<file path="config.mk">
export PLATFORM = sky130hd
export DESIGN_NAME = fx_noise_gate
export DESIGN_NICKNAME = d
export VERILOG_FILES = /design/src/rtl/lab_pkg.sv /design/src/rtl/fx_level_detect.sv /design/src/rtl/fx_noise_gate.sv
export SDC_FILE = /design/constraint.sdc
export NUM_CORES = 1
export LEC_CHECK = 0
export CAP_MARGIN = 20
export CORE_MARGIN = 2
export CORE_UTILIZATION = 60
export DETAILED_ROUTE_END_ITERATION = 12
export PLACE_DENSITY = 0.8
export SLEW_MARGIN = 20
export SYNTH_ARGS = -nofsm -noshare
export SYNTH_HDL_FRONTEND = slang
export SYNTH_SLANG_ARGS = --single-unit
</file>
<file path="constraint.sdc">
create_clock -name clk -period 16.75 [get_ports clk]
set_input_delay 3.35 -clock clk [delete_from_list [all_inputs] [get_ports clk]]
set_output_delay 3.35 -clock clk [all_outputs]
set_load 0.005 [all_outputs]
</file>
<file path="src/rtl/lab_pkg.sv">
// Shared types and helpers for the FX chain: gate FSM states, unity gain and
// signed saturation to an arbitrary sample width.
package lab_pkg;

    typedef enum logic [2:0] {
        ST_CLOSED,
        ST_ATTACK,
        ST_OPEN,
        ST_HOLD,
        ST_RELEASE
    } gate_state_t;

    localparam logic [7:0] GATE_UNITY = 8'd128;

    // Clamp a signed value into the range of a signed word of the given width.
    function automatic logic signed [31:0] sat16(input logic signed [31:0] value,
                                                 input int unsigned   width = 16);
        logic signed [31:0] hi;
        logic signed [31:0] lo;
        hi = (32'sd1 <<< (width - 1)) - 32'sd1;
        lo = -hi - 32'sd1;
        if (value > hi) return hi;
        if (value < lo) return lo;
        return value;
    endfunction

endpackage

</file>
<file path="src/rtl/fx_level_detect.sv">
// Stereo peak level detector with open/close threshold compares.
// FX_NOISE_GATE_HYST_EN: close compare uses half the open threshold.
module fx_level_detect #(
    parameter int DATA_W  = 16,
    parameter int PARAM_W = 8
) (
    input  logic [1:0][DATA_W-1:0] audio_in,
    input  logic [PARAM_W-1:0]     gate_thresh,
    output logic                   above_open,
    output logic                   above_close
);

    localparam int              PAD_W    = DATA_W - PARAM_W;
    localparam logic [DATA_W-1:0] MOST_NEG = {1'b1, {(DATA_W-1){1'b0}}};

    logic [1:0][DATA_W-1:0] mag;
    logic [DATA_W-1:0]      level;
    logic [DATA_W-1:0]      thr_open;
    logic [DATA_W-1:0]      thr_close;

    // The most negative sample has no positive twin, so it clamps to full scale.
    always_comb begin
        for (int ch = 0; ch < 2; ch++) begin
            if (audio_in[ch] == MOST_NEG)
                mag[ch] = ~MOST_NEG;
            else if (audio_in[ch][DATA_W-1])
                mag[ch] = -audio_in[ch];
            else
                mag[ch] = audio_in[ch];
        end
    end

    assign level    = (mag[0] > mag[1]) ? mag[0] : mag[1];
    assign thr_open = DATA_W'(gate_thresh) << PAD_W;

`ifdef FX_NOISE_GATE_HYST_EN
    assign thr_close = DATA_W'(gate_thresh >> 1) << PAD_W;
`else
    assign thr_close = thr_open;
`endif

    assign above_open  = (level >= thr_open);
    assign above_close = (level >= thr_close);

endmodule

</file>
<file path="src/rtl/fx_noise_gate.sv">
// Stereo noise gate: five-state gain envelope applied to both channels.
// Optional hysteresis on the close threshold via FX_NOISE_GATE_HYST_EN.
module fx_noise_gate
    import lab_pkg::*;
#(
    parameter int DATA_W       = 16,
    parameter int PARAM_W      = 8,
    parameter int HOLD_SAMPLES = 480,
    parameter int ATTACK_STEP  = 16,
    parameter int RELEASE_STEP = 1
) (
    input  logic                   clk,
    input  logic                   reset,
    input  logic                   sample_en,
    input  logic [1:0][DATA_W-1:0] audio_in,
    input  logic [PARAM_W-1:0]     gate_thresh,
    output logic [1:0][DATA_W-1:0] audio_out,
    output logic                   gate_open
);

    localparam int CNT_W = (HOLD_SAMPLES > 1) ? $clog2(HOLD_SAMPLES) : 1;

    gate_state_t            state_q, state_d;
    logic [7:0]             g_q, g_d;
    logic [CNT_W-1:0]       cnt_q, cnt_d;
    logic [1:0][DATA_W-1:0] audio_out_q, audio_out_d;
    logic                   gate_open_q;

    logic                   above_open;
    logic                   above_close;
    logic [8:0]             g_sum;
    logic [7:0]             g_up;
    logic [7:0]             g_dn;
    logic signed [DATA_W+8:0] prod [2];

    fx_level_detect #(
        .DATA_W  (DATA_W),
        .PARAM_W (PARAM_W)
    ) u_level (
        .audio_in    (audio_in),
        .gate_thresh (gate_thresh),
        .above_open  (above_open),
        .above_close (above_close)
    );

    assign g_sum = {1'b0, g_q} + 9'(ATTACK_STEP);
    assign g_up  = (g_sum >= 9'(GATE_UNITY)) ? GATE_UNITY : g_sum[7:0];
    assign g_dn  = (g_q > 8'(RELEASE_STEP)) ? g_q - 8'(RELEASE_STEP) : 8'd0;

    always_comb begin
        // NOTE: every output of this block gets a default first, so no path can infer a latch.
        state_d = state_q;
        g_d     = g_q;
        cnt_d   = cnt_q;
        unique case (state_q)
            ST_CLOSED:  if (above_open) state_d = ST_ATTACK;
            ST_ATTACK: begin
                g_d = g_up;
                if (g_up == GATE_UNITY) state_d = ST_OPEN;
            end
            ST_OPEN: if (!above_close) begin
                state_d = ST_HOLD;
                cnt_d   = CNT_W'(HOLD_SAMPLES - 1);
            end
            ST_HOLD: begin
                if (above_close)      state_d = ST_OPEN;
                else if (cnt_q == '0) state_d = ST_RELEASE;
                else                  cnt_d   = cnt_q - 1'b1;
            end
            ST_RELEASE: begin
                if (above_open) begin
                    state_d = ST_ATTACK;
                end else begin
                    g_d = g_dn;
                    if (g_dn == 8'd0) state_d = ST_CLOSED;
                end
            end
            default: state_d = ST_CLOSED;
        endcase
    end

    // Output is scaled by the gain held before this strobe, so gain lags state by one sample.
    always_comb begin
        for (int ch = 0; ch < 2; ch++) begin
            prod[ch]        = $signed(audio_in[ch]) * $signed({1'b0, g_q});
            audio_out_d[ch] = DATA_W'(sat16(32'(prod[ch] >>> 7), DATA_W));
        end
    end

    always_ff @(posedge clk) begin
        // NOTE: state registers use non-blocking assignment so all of them sample the same pre-edge values.
        if (reset) begin
            state_q     <= ST_CLOSED;
            g_q         <= '0;
            cnt_q       <= '0;
            audio_out_q <= '0;
            gate_open_q <= 1'b0;
        end else if (sample_en) begin
            state_q     <= state_d;
            g_q         <= g_d;
            cnt_q       <= cnt_d;
            audio_out_q <= audio_out_d;
            gate_open_q <= (state_d == ST_OPEN) || (state_d == ST_HOLD);
        end
    end

    assign audio_out = audio_out_q;
    assign gate_open = gate_open_q;

endmodule
</file>
==> results of run 1 <==
==> flip-flops by register name, indices dropped and copies added (netlist names) <==
register and flops:
audio_out 32, cnt_q 9, g_q 8, state_q 3, gate_open 1
==> placed cells by master, fill, tap and decap left out, types with 10 or more instances in the layout <==
master,instances
nor3b_1,10
nand3_1,16
or3_1,15
fa_1,202
a211oi_1,23
ha_1,123
xnor2_1,35
nor2_1,98
dfxtp_1,53
o21ai_0,33
nor3_1,30
nand2_1,161
inv_1,296
o31ai_1,20
and3_1,10
and2_1,135
nand2b_1,11
o21a_1,11
buf_4,11
a21oi_1,58
nor2b_1,12
a211oi_2,10
clkdlybuf4s50_1,73
xor2_1,24
==> power breakdown <==
| group | internal, uW | switching, uW | leakage (uW) |
|---|---|---|---|
| Sequential | 136 | 7.14 | 0.000435 |
| Clock | 70.9 | 49.9 | 0.0000800 |
| Combinational | 95.9 | 135 | 0.00656 |
==> worst paths after layout <==
| check | startpoint | slack [ns] | cells past startpoint | to |
|---|---|---|---|---|
| setup / recovery | audio_in[18] | 5.98 | 20 | cnt_q[7] |
| hold / removal | audio_out[16] | 0.49 | 2 | audio_out[16] |
| setup reg to reg | g_q[2] | 10.22 | 19 | audio_out[1] |
| hold reg to reg | audio_out[16] | 0.49 | 2 | audio_out[16] |
==> per-stage QoR <==
step / utilization (%) / cell area, um2 / hold WS, ns / std cells / setup slack [ns]
after global placement: 64.5 / 14000 / 0.468 / 1888 / 5.98
after floorplan: - / 13200 / 0.446 / 1611 / 7.16
after CTS: 65.3 / 14200 / 0.489 / 1896 / 6.12
after detailed placement: 64.5 / 14000 / 0.480 / 1888 / 5.79
final: 65.3 / 14200 / 0.488 / 1896 / 5.98
after global routing: 65.3 / 14200 / 0.521 / 1896 / 5.50
==> metal layers <==
layer	vias up	global-route usage (%)	routed length, um
li1	5165	-	-
met1	5427	34.1	13000
met2	287	53.3	16800
met3	75	2.48	1240
met4	0	10.9	1120
met5	-	0	0
==> cell families (layout without fill, tap and decap cells) <==
group | count (synthesis) | count (layout) | synth area share (%)
XOR/XNOR | 60 | 60 | 3.99
adder cells (fa/ha/maj) | 325 | 325 | 42.4
AO/OA/AOI/OAI | 236 | 236 | 12.8
flip-flops | 53 | 53 | 8.06
multiplexers | 4 | 4 | 0.323
buffers and inverters | 389 | 394 | 11.2
AND/OR/NAND/NOR | 544 | 544 | 21.2
==> area by class of cell <==
cell class	instances	share of cell area (%)
multi-input combinational	1169	75.1
inverter	300	7.95
sequential	53	7.49
timing repair buffer	86	5.81
tap	280	2.47
clock buffer	5	0.883
clock inverter	3	0.327
==> worst max-delay path: stages <==
cell,delay [ns]
clkdlybuf4s50_1,0.64
or3_1,0.51
or3_1,0.40
or4_1,0.43
or4_1,0.46
or4b_1,0.54
ha_1,0.35
nand4_1,0.16
a2111oi_0,0.44
o21ba_1,0.61
mux2_2,0.40
ha_1,0.28
and3_1,0.18
nor2b_1,0.13
o31a_1,0.22
o21ai_0,0.28
a21oi_1,0.14
or4_1,0.70
nor4_4,0.50
a311oi_1,0.17
==> flow_summary.toml, run 1 <==
[outcome]
outcome = "complete, no violations"

[die]
die_w_um = 152
rows = 54
ios = 76
die-area_um2 = 23100
die_h_um = 152
start_util_pct = 60.7
coreArea_um2 = 21700

[route]
ant_nets = 0
vias = 10954
dr.pass1.iters = 5
routedWlPerCell_um = 17.0
routed_via_density = 5.78
drc_errors = 0
wl_um = 32200
drt_iter0_markers = 627

[cts]
cts_tree = "built"
path_clk_slew_ns = 0.08
ctsHoldBuffers = 0
cts_setup_buffers = 0
cts_inserted_buffers = 5
clock_latency_ns = 0.30
ctsResizeCount = 0
cts_root_buffer = "clkbuf_16"
cts_max_path_buffers = 2
h-tree-depth = 2
cts_sinks = 53

[critical_path]
startpoint_type = "primary input"
critPathRequiredTime_ns = 16.90
path_max_fanout = 18
worstPathArrival_ns = 10.92
path_class = "in2reg"
crit_path_end_kind = "register"

[placement]
place.gp.congestion = 0.867
portBuffers = 75
place_hpwl_um = 25700

[synth]
synth_top_area_share_pct = 30.7
yosysUniqueCellTypes = 75
synth_area_um2 = 13200
synth-async-reset-ratio_pct = 0
synthTopCellsByCount = "296 x inv_1, 202 x fa_1, 161 x nand2_1"
yosysMostFrequentCell = "inv_1"
syn_area_per_cell_um2 = 8.17
seq_area_frac_synth_pct = 8.06
synth_area_leader_cell = "fa_1"
synth_nets = 1979
ys.flop_type = "dfxtp_1"
synth_area_leaders = "fa_1 31%, ha_1 12%, inv_1 8.4%"
synth.ff_latch_count = 53
syn_inst = 1611
yosys_warnings = 0
synth_edf_count = 0

[global_routing]
overflow = 0
grt_pass1_wl_um = 55000
grt_pass1_vias = 11624
antenna_found_initial = 0
grt.total_usage_pct = 28.6
grt_max_degree = 54

[power]
powerDensity_nw_per_um2 = 34.9
p_leak_uw = 0.00708
p_total_uw = 495
ir_drop_v = 0.0000344

[finish]
multi_input_area_um2 = 10600
drive_gt1_share_pct = 2.78
area_delta_synth_final_pct = 7.64
register_area_um2 = 1060
n_antenna_cell = 0
n_fill_cell = 1843
nNetsFinal = 1983

[timing]
drv_slew = 0
slew_headroom_pct = 27.3
skew_ns = 0.00770
rsz0062_at_grt = "no"
max_freq_mhz = 92.9
hold_viol_final = 0
fin_crit_ns = 10.77
min_period_over_period_pct = 64.3
fin_setup_tns_ns = 0
finalSetupViolations = 0
tightest_slew_ns = 1.09

[min_path]
holdCritPathClass = "reg2reg"

[flow_run]
cap_violations = 0
(Power assumes the default switching activity.)
==> run 2, diff against run 1 <==
--- a/config.mk
+++ b/config.mk
@@ -7,7 +7,7 @@
 export LEC_CHECK = 0
 export CAP_MARGIN = 20
 export CORE_MARGIN = 2
-export CORE_UTILIZATION = 60
+export CORE_UTILIZATION = 57
 export DETAILED_ROUTE_END_ITERATION = 12
 export PLACE_DENSITY = 0.8
 export SLEW_MARGIN = 20
==> constraint.sdc (replaced) <==
create_clock -name clk -period 9.3 [get_ports clk]
set_input_delay 1.86 -clock clk [delete_from_list [all_inputs] [get_ports clk]]
set_output_delay 1.86 -clock clk [all_outputs]
set_load 0.005 [all_outputs]
==> run 2 against run 1 <==
- sequential power rose by 81%
- global-route usage fell by 0.93 points
- hold slack got worse by 0.013 ns
- critical path type unchanged
- highest routed layer unchanged
==> flow_summary.toml, run 2 (synthesis results as in run 1) <==
[cts]
cts_sinks = 53
ctsHoldBuffers = 0
cts_inserted_buffers = 5
ctsResizeCount = 0
cts_setup_buffers = 0
clock_latency_ns = 0.30
cts_max_path_buffers = 2
cts_root_buffer = "clkbuf_16"
h-tree-depth = 2
cts_tree = "built"
path_clk_slew_ns = 0.07

[die]
start_util_pct = 58.1
rows = 55
coreArea_um2 = 22600
die_h_um = 156
ios = 76
die-area_um2 = 24300
die_w_um = 156

[timing]
fin_crit_ns = 8.79
tightest_slew_ns = 1.10
max_freq_mhz = 114
finalSetupViolations = 0
drv_slew = 0
skew_ns = 0.00489
slew_headroom_pct = 26.9
setup_slack_ns = 0.506
hold_viol_final = 0
rsz0062_at_grt = "no"
fin_setup_tns_ns = 0
min_period_over_period_pct = 94.6

[global_routing]
antenna_found_initial = 0
grt_max_degree = 54
overflow = 0
grt.total_usage_pct = 27.7
grt_pass1_wl_um = 54700
grt_pass1_vias = 11614

[finish]
nNetsFinal = 1995
final_common_cell = "inv_1"
post-route-util_pct = 63.0
n_antenna_cell = 0
area_delta_synth_final_pct = 8.41
final_cell_mix = "296 x inv_1, 202 x fa_1, 161 x nand2_1"
largest_reg_flops = 32
drive_gt1_share_pct = 3.50

[critical_path]
critPathRequiredTime_ns = 9.45
r2r_setup_slack_ns = 2.36
crit_path_end_kind = "register"
path_max_fanout = 8
reg2regPathDepth = 18
startpoint_type = "primary input"
path_class = "in2reg"
worstPathArrival_ns = 8.95

[placement]
dp_slack_ns = 0.244
portBuffers = 75
place_hpwl_um = 25800
place.gp.congestion = 0.893

[route]
drc_errors = 0
ant_nets = 0
wl_um = 32100
routed_via_density = 5.76
vias = 11013
dr.pass1.iters = 6
routedWlPerCell_um = 16.8
drt_iter0_markers = 641

[power]
clockPowerShare_pct = 25.1
seqPwrFrac_pct = 28.7
p_sw_uw = 352
ir_drop_v = 0.0000699
powerDensity_nw_per_um2 = 63.7
p_sw_share_pct = 38.7
pwr-share-comb_pct = 46.2
p_int_uw = 558
p_leak_uw = 0.00714

[min_path]
hold_depth = 2
holdCritPathClass = "reg2reg"

[outcome]
outcome = "complete, no violations"

[flow_run]
cap_violations = 0
[run 2: power by group through the flow]
| stage | Combinational (uW) | Sequential (uW) | Clock (uW) |
|---|---|---|---|
| final | 420 | 261 | 228 |
| after global routing | 470 | 264 | 241 |
| after CTS | 419 | 262 | 234 |
| after detailed placement | 416 | 267 | 0 |
| after global placement | 402 | 266 | 0 |
| after floorplan | 284 | 262 | 0 |
[run 2: per-layer routing]
layer  GRT usage, %  wire length [um]
met1           32.7             12700
met4           7.78               819
met3           2.47              1500
met2           53.2             17100
met5              0                 0
[run 2: final timing paths]
kind	start	to
worst max-delay path	audio_in[17]	cnt_q[4]
worst min-delay path	cnt_q[5]	cnt_q[5]
worst max register to register	g_q[7]	audio_out[1]
worst min register to register	cnt_q[5]	cnt_q[5]
[run 2: stage by stage]
| step | area, um2 | hold slack [ns] | std cells | total power (uW) |
|---|---|---|---|---|
| floorplan | 13200 | 0.446 | 1611 | 546 |
| global placement | 14100 | 0.461 | 1905 | 667 |
| detailed placement | 14100 | 0.467 | 1905 | 682 |
| CTS | 14300 | 0.474 | 1913 | 914 |
| global route | 14300 | 0.510 | 1913 | 975 |
| finish | 14300 | 0.475 | 1913 | 910 |
[run 2: critical path, cell delays in order]
cell and delay [ns]:
clkdlybuf4s50_1 0.55, or3_1 0.49, or3_1 0.40, or4_1 0.42, or4_1 0.45, or4b_1 0.52
ha_1 0.35, nand4_1 0.16, a2111oi_0 0.42, o21ba_1 0.35, mux2_2 0.37, ha_1 0.28
and3_1 0.18, nor2b_1 0.14, o31a_1 0.23, o21ai_0 0.27, a21oi_1 0.15, or4_1 0.71
nor4_4 0.49, a311oi_1 0.16
[run 2: cell type report]
class | instances | area, um2
Clock inverter | 2 | 37.5
Tap cell | 285 | 357
Fill cell | 1948 | 8370
Multi-Input combinational cell | 1169 | 10600
Sequential cell | 53 | 1060
Clock buffer | 6 | 139
Inverter | 300 | 1130
Timing Repair Buffer | 98 | 913
==> run 3, diff against run 2 <==
--- a/config.mk
+++ b/config.mk
@@ -10,6 +10,7 @@
 export CORE_UTILIZATION = 57
 export DETAILED_ROUTE_END_ITERATION = 12
 export PLACE_DENSITY = 0.8
+export SKIP_CTS_REPAIR_TIMING = 1
 export SLEW_MARGIN = 20
 export SYNTH_ARGS = -nofsm -noshare
 export SYNTH_HDL_FRONTEND = slang
==> results of run 3 <==
The final DEF is identical to that of run 2; final timing and power are the same.
